File: src/rtl/fft8_frame_ctrl.sv
// Frame sequencer for the 8-point pipelined FFT core: serial in (bit-reversed
// slots), fixed-latency wait, parallel capture, serial natural-order out.
module fft8_frame_ctrl #(
    parameter int N       = 8,
    parameter int W       = 16,
    parameter int LATENCY = 3
) (
    input  logic         clk,
    input  logic         rst_n,
    input  logic         s_valid,
    output logic         s_ready,
    input  logic [W-1:0] s_re,
    input  logic [W-1:0] s_im,
    output logic [W-1:0] fft_x_re [N],
    output logic [W-1:0] fft_x_im [N],
    input  logic [W-1:0] fft_y_re [N],
    input  logic [W-1:0] fft_y_im [N],
    output logic         m_valid,
    input  logic         m_ready,
    output logic [W-1:0] m_re,
    output logic [W-1:0] m_im,
    output logic         m_last,
    output logic         busy,
    output logic [15:0]  frame_count
);

    localparam int LOG2N = $clog2(N);
    localparam int WCW   = (LATENCY < 1) ? 1 : $clog2(LATENCY + 1);
    localparam logic [LOG2N-1:0] LAST_IDX = LOG2N'(N - 1);

    typedef enum logic [1:0] {
        ST_LOAD,
        ST_WAIT,
        ST_UNLOAD
    } state_e;

    state_e           state_q, state_d;
    logic [LOG2N-1:0] in_cnt_q, in_cnt_d;
    logic [LOG2N-1:0] out_cnt_q, out_cnt_d;
    logic [WCW-1:0]   wait_cnt_q, wait_cnt_d;
    logic [15:0]      frame_count_q, frame_count_d;
    logic [W-1:0]     in_re_q [N];
    logic [W-1:0]     in_re_d [N];
    logic [W-1:0]     in_im_q [N];
    logic [W-1:0]     in_im_d [N];
    logic [W-1:0]     out_re_q [N];
    logic [W-1:0]     out_re_d [N];
    logic [W-1:0]     out_im_q [N];
    logic [W-1:0]     out_im_d [N];

    function automatic logic [LOG2N-1:0] bitrev(input logic [LOG2N-1:0] v);
        logic [LOG2N-1:0] r;
        for (int i = 0; i < LOG2N; i++) begin
            r[i] = v[LOG2N-1-i];
        end
        return r;
    endfunction

    // rst_n gates s_ready so no sample is offered-and-lost during reset
    assign s_ready     = rst_n && (state_q == ST_LOAD);
    assign m_valid     = (state_q == ST_UNLOAD);
    assign m_last      = (state_q == ST_UNLOAD) && (out_cnt_q == LAST_IDX);
    assign busy        = (state_q != ST_LOAD);
    assign m_re        = out_re_q[out_cnt_q];
    assign m_im        = out_im_q[out_cnt_q];
    assign frame_count = frame_count_q;
    assign fft_x_re    = in_re_q;
    assign fft_x_im    = in_im_q;

    always_comb begin
        state_d       = state_q;
        in_cnt_d      = in_cnt_q;
        out_cnt_d     = out_cnt_q;
        wait_cnt_d    = wait_cnt_q;
        frame_count_d = frame_count_q;
        in_re_d       = in_re_q;
        in_im_d       = in_im_q;
        out_re_d      = out_re_q;
        out_im_d      = out_im_q;

        unique case (state_q)
            ST_LOAD: begin
                if (s_valid && s_ready) begin
                    in_re_d[bitrev(in_cnt_q)] = s_re;
                    in_im_d[bitrev(in_cnt_q)] = s_im;
                    if (in_cnt_q == LAST_IDX) begin
                        in_cnt_d   = '0;
                        wait_cnt_d = WCW'(LATENCY);
                        state_d    = ST_WAIT;
                    end else begin
                        in_cnt_d = in_cnt_q + LOG2N'(1);
                    end
                end
            end
            ST_WAIT: begin
                if (wait_cnt_q != '0) begin
                    wait_cnt_d = wait_cnt_q - WCW'(1);
                end else begin
                    for (int i = 0; i < N; i++) begin
                        out_re_d[i] = fft_y_re[i];
                        out_im_d[i] = fft_y_im[i];
                    end
                    state_d = ST_UNLOAD;
                end
            end
            ST_UNLOAD: begin
                if (m_ready) begin
                    if (out_cnt_q == LAST_IDX) begin
                        out_cnt_d     = '0;
                        frame_count_d = frame_count_q + 16'd1;
                        state_d       = ST_LOAD;
                    end else begin
                        out_cnt_d = out_cnt_q + LOG2N'(1);
                    end
                end
            end
            default: begin
                state_d = ST_LOAD;
            end
        endcase
    end

    always_ff @(posedge clk or negedge rst_n) begin
        if (!rst_n) begin
            state_q       <= ST_LOAD;
            in_cnt_q      <= '0;
            out_cnt_q     <= '0;
            wait_cnt_q    <= '0;
            frame_count_q <= '0;
            in_re_q       <= '{default: '0};
            in_im_q       <= '{default: '0};
            out_re_q      <= '{default: '0};
            out_im_q      <= '{default: '0};
        end else begin
            state_q       <= state_d;
            in_cnt_q      <= in_cnt_d;
            out_cnt_q     <= out_cnt_d;
            wait_cnt_q    <= wait_cnt_d;
            frame_count_q <= frame_count_d;
            in_re_q       <= in_re_d;
            in_im_q       <= in_im_d;
            out_re_q      <= out_re_d;
            out_im_q      <= out_im_d;
        end
    end

endmodule

File: config.mk
export PLATFORM = sky130hd
export DESIGN_NAME = fft8_frame_ctrl
export DESIGN_NICKNAME = d
export VERILOG_FILES = /design/src/rtl/fft8_frame_ctrl.sv
export SDC_FILE = /design/constraint.sdc
export NUM_CORES = 1
export LEC_CHECK = 0
export BUFFER_PORTS_ARGS = -buffer_cell sky130_fd_sc_hd__buf_2
export CELL_PAD_IN_SITES_DETAIL_PLACEMENT = 1
export CELL_PAD_IN_SITES_GLOBAL_PLACEMENT = 1
export CORE_MARGIN = 8
export CORE_UTILIZATION = 39
export CTS_CLUSTER_SIZE = 12
export DETAILED_ROUTE_END_ITERATION = 6
export PLACE_DENSITY = 0.82
export REMOVE_ABC_BUFFERS = 1
export SYNTH_ARGS = -nofsm -noshare
export SYNTH_HDL_FRONTEND = slang
export SYNTH_SLANG_ARGS = --single-unit
File: constraint.sdc
create_clock -name clk -period 2.2 [get_ports clk]
set_clock_uncertainty 0.2 [all_clocks]
set_input_delay 0.33 -clock clk [delete_from_list [all_inputs] [get_ports clk]]
set_output_delay 0.33 -clock clk [all_outputs]
set_load 0.05 [all_outputs]
## Word-level counts from Yosys, hierarchy flattened

Index checks and enable logic that the tools add are counted.

| word-level totals | value |
|---|---|
| register bits | 538 |
| input bits | 292 |

| cells by class | value |
|---|---|
| $add $sub $neg | 4 |
| $lt $le $gt $ge | 3 |
| eq/ne operators | 10 |
| muxes and demuxes | 22 |
| bitwise gates (word level) | 3 |
| reductions and logical operators | 14 |

Operators with widths:

| cell | number |
|---|---|
| bitwise mux 128 bit | 2 |
| binary-select mux 16 bit (select 3 bit) | 2 |
| 2-to-1 mux 16 bit | 5 |
| demux 16 bit (select 3 bit) | 1 |
| adder 16 x 1 -> 16 bit (second input constant) | 1 |
| 2-to-1 mux 2 bit | 8 |
| greater-or-equal comparator 4 bit (second input constant) | 2 |
| inequality test 2 x 1 -> 1 bit (second input constant) | 4 |
| inverter 3 -> 4 bit | 2 |
| adder 3 x 1 -> 3 bit (second input constant) | 2 |
| == test 3 bit (second input constant) | 2 |
| 2-to-1 mux 3 bit | 2 |
| case mux 2 bit (3 select lines) | 1 |
| AND reduction 2 bit | 3 |
| nonzero test 2 bit | 3 |
| AND reduction 5 bit | 1 |
| logical AND 1 bit | 4 |
| less-than comparator 4 x 1 -> 1 bit (second input constant) | 1 |
| inequality test 2 bit (second input constant) | 2 |
| case mux 2 bit (2 select lines) | 1 |
| AND reduction 4 bit | 1 |
| AND reduction 3 bit | 1 |
| == test 2 x 1 -> 1 bit (second input constant) | 1 |
| == test 2 bit (second input constant) | 1 |
| 3 further kinds | 3 |

## Logic depth before layout (Yosys ltp)

| logic depth | value |
|---|---|
| word-level depth | 6 |
| gate-level depth with buffers | 7 |
| depth with buffers taken out | 6 |

## Worst setup path after synthesis

No wires, ideal clock.

| timing | value |
|---|---|
| path type | register to output |
| from | register out_cnt_q[0] |
| to | output port m_im[0] |
| arrival | 1.832 ns |
| required time | 1.670 ns |
| setup slack | -0.162 ns |
| cell stages (with the launch flop) | 5 |
| buffers on the path | 2 |
| cell sequence | dfrtp_1 > buf_2 > buf_2 > mux4_2 > mux2_2 |

| on the way | value |
|---|---|
| longest elaborated chain between the ends | 4 |

Ends and longest elaborated chain:

| element | line | RTL |
|---|---|---|
| from (decl) | 39 | `logic [LOG2N-1:0] out_cnt_q, out_cnt_d;` |
| from (signal assigned) | 137 | `out_cnt_q <= out_cnt_d;` |
| inverter 3 -> 4 bit (implied by the code) | 65 | `assign m_im = out_im_q[out_cnt_q];` |
| binary-select mux 16 bit (select 3 bit) | 65 |  |
| 2-to-1 mux 16 bit (implied by the code) (2 in a row) | 65 |  |
| to (decl) | 21 | `output logic [W-1:0] m_im,` |

Every way passes these cells. The select of a mux whose other input is x is not followed.

## Worst setup path after layout

| timing | value |
|---|---|
| from | register out_cnt_q[0] |
| to | output port m_im[9] |

Same word-level chain as after synthesis.

==> metrics <==
router iterations before antenna repair=6; Crit. End Element=output port; vias in the first global route=19,310; root buffer cell=clkbuf_16; Max Cap Violations=0; htree depth=2; final hold viol count=0; Lkg Pwr=15.52 nW; pwr dens=1715 mW/mm2; GR peak layer=met2; commonest non-fill, non-tap cell in the layout=buf_2; crit path DAT=2.47 ns; cts bufs inserted=58; Req. time, crit path=1.67 ns; layout cell share with drive strength beyond 1=0.5706; Die H=254.3 um; Synth cell types=38; final wirelength=97,890 um; startpoint types=flop; CTS tree=done; M2 GR Usage=0.4840; Site Rows=87; DP HPWL=51,450 um; die width=254.3 um; Cell Area, Synth=0.02215 mm2; Hold WS=0.01877 ns; Max stage delay on crit path=0.57 ns; Starting Density=0.3936; Post-DRT Antenna Nets=0; post-route DRC violation count=0; Power Total=55.29 mW; Top Ports=600; Finished Layout Cells=3,090; R2R setup slack=-0.12 ns; die area=0.06467 mm2; Critical-path top delay cell=mux4_2; Clock Path Buffers=3; GRT overflow=0; CP Max Fanout=13; Nets=2,565; RR Startpoint=out_cnt_q[0]; DP Cell Count=2,648; Synthesis Warnings=0; Max-slew headroom=0.3775; Reg2Reg Depth=9; first-pass GRT wire length=133,300 um; Post-Route Setup TNS=-24.57 ns; CP Buf/Inv Count=3; Area after DPL=0.02639 mm2; Max Slew Vio Count=0; GR met1 Demand/Resource=0.2910; DR iter-0 viols=1,066; failing checks=setup timing; initial antenna violation count=19; Design Area, Final=0.03223 mm2; port bufs=599; Avg WL per Cell=31.68 um; critical path class=flop to output port; Util after Layout=0.5728; pre-CTS setup slack=-0.2507 ns; largest net degree at the start of global routing=189; area grow syn2layout=45.53%; vias per inst=5.376; CP cell instances=buf_12, buf_16, mux4_2, mux2_4, buf_6; via count=16,611; Worst-Margin Slew=0.9338 ns; Core Footprint=0.05628 mm2; status=complete, but fails checks; unrepaired setup endpoints after global routing=yes; Final Cycle Share=1.362; Critical R2R Capture=frame_count[15]; Post-Synthesis Cells=1,320; clk_lat worst skew=0.62 ns; Mapped Avg Cell Area=16.78 um2; top cells by area, synth=dfrtp_1 61%, mux2_2 22%, mux4_2 6.5%; Clock transition at path regs=0.06 ns; M3 GR Usage=0.09679; VDD IR max=0.001373 V; CTS Sinks=538; final setup violation count=57; post-synth top area share=0.6078; minimum clock period=2.996 ns; max frequency=0.3338 GHz; gpl congestion=0.8762; worst hold-check path type=input port to asynchronous set/reset pin; leading area contributor after synthesis=dfrtp_1; total global-route track usage=0.2762; post-synthesis register bit count=538; commonest non-fill, non-tap cells in the layout=563 x buf_2, 534 x dfrtp_1, 412 x mux2_2; sequential fraction of the synthesis area=0.6078; final setup margin=-0.7962 ns; family with the most delay on the worst path=multiplexers
[cells in the mapped netlist, drive strengths merged]
cell type,instances
mux2,546
dfrtp,538
mux4,64
buf,63
nand2,13
ha,10
clkbuf,9
inv,9
nor2,9
nor3,9
xor2,9
nand3,7
xnor2,6
nand3b,5
nor3b,4
a21oi,3
o21ai,3
or2,3
nand4,2
a21o,1
and2,1
and3,1
and4,1
and4b,1
nand2b,1
nor2b,1
nor4,1
[timing repair]
| item | 4_1_cts | 5_1_grt |
|---|---|---|
| setup endpoints to repair | 49 | 297 |
| resized for setup | 94 | 84 |
| hold buffers | 291 | 1 |
| pin swaps | 4 | 3 |
| cloned | 0 | 7 |
| setup buffers | 7 | 7 |
| endpoints found under the hold margin | 757 | 2 |
[cell families after synthesis]
family | after synthesis | share of synthesized area
AOI/OAI and AO/OA | 7 | 0.001694
xor gates and xnor gates | 15 | 0.005932
adders and majority gates | 10 | 0.005649
buffers and inverters | 81 | 0.01921
DFF | 538 | 0.6078
muxes | 610 | 0.3427
and+or+nand+nor | 59 | 0.01701
[worst max-delay path by stage]
| stage | slack [ns] | from | cells after the start | end |
|---|---|---|---|---|
| 5_1_grt | -0.85 | out_cnt_q[0] | 5 | m_im[9] |
| 4_1_cts | -0.80 | out_cnt_q[0] | 6 | m_re[1] |
| 3_5_place_dp | -0.25 | out_cnt_q[0] | 7 | frame_count[15] |
| 6_report | -0.80 | out_cnt_q[0] | 5 | m_im[9] |
| 3_3_place_gp | -0.19 | out_cnt_q[0] | 4 | m_im[9] |
| 2_1_floorplan | -6.50 | state_q[1] | 2 | out_im_q[0] |
[tightest hold or removal path: stages]
cell and delay (ns):
dlymetal6s4s_1 0.31, buf_8 0.16, buf_12 0.54
[routing by layer]
| layer | vias to the layer above | part of all wire |
|---|---|---|
| li1 | 6708 | - |
| met3 | 323 | 0.096 |
| met2 | 960 | 0.51 |
| met4 | 0 | 0.058 |
| met5 | - | 0 |
| met1 | 8620 | 0.34 |
[area by class of cell]
class | instances | area, um2
well taps | 756 | 945.9
inverters | 9 | 33.78
diodes | 24 | 60.06
clock buffers | 92 | 1760
multi-input cells | 701 | 8622
flip-flops and latches | 538 | 13470
fillers | 5379 | 24040
repair buffers | 955 | 7159
clock inverters | 15 | 181.4
[state kept, by name (all words and copies together) (netlist names)]
register / flops
fft_x_im: 128
in_cnt_q: 3
state_q: 2
out_re_q: 128
out_im_q: 128
frame_count: 16
fft_x_re: 128
out_cnt_q: 3
wait_cnt_q: 2
[power by group]
group	total, mW	leakage [nW]	switching [mW]	internal, mW
registers	17.8	6.64	3.47	14.4
logic	27.3	7.93	17.0	10.2
clock network	10.2	0.950	4.38	5.83
No activity file was read; power rests on OpenSTA's default activity.
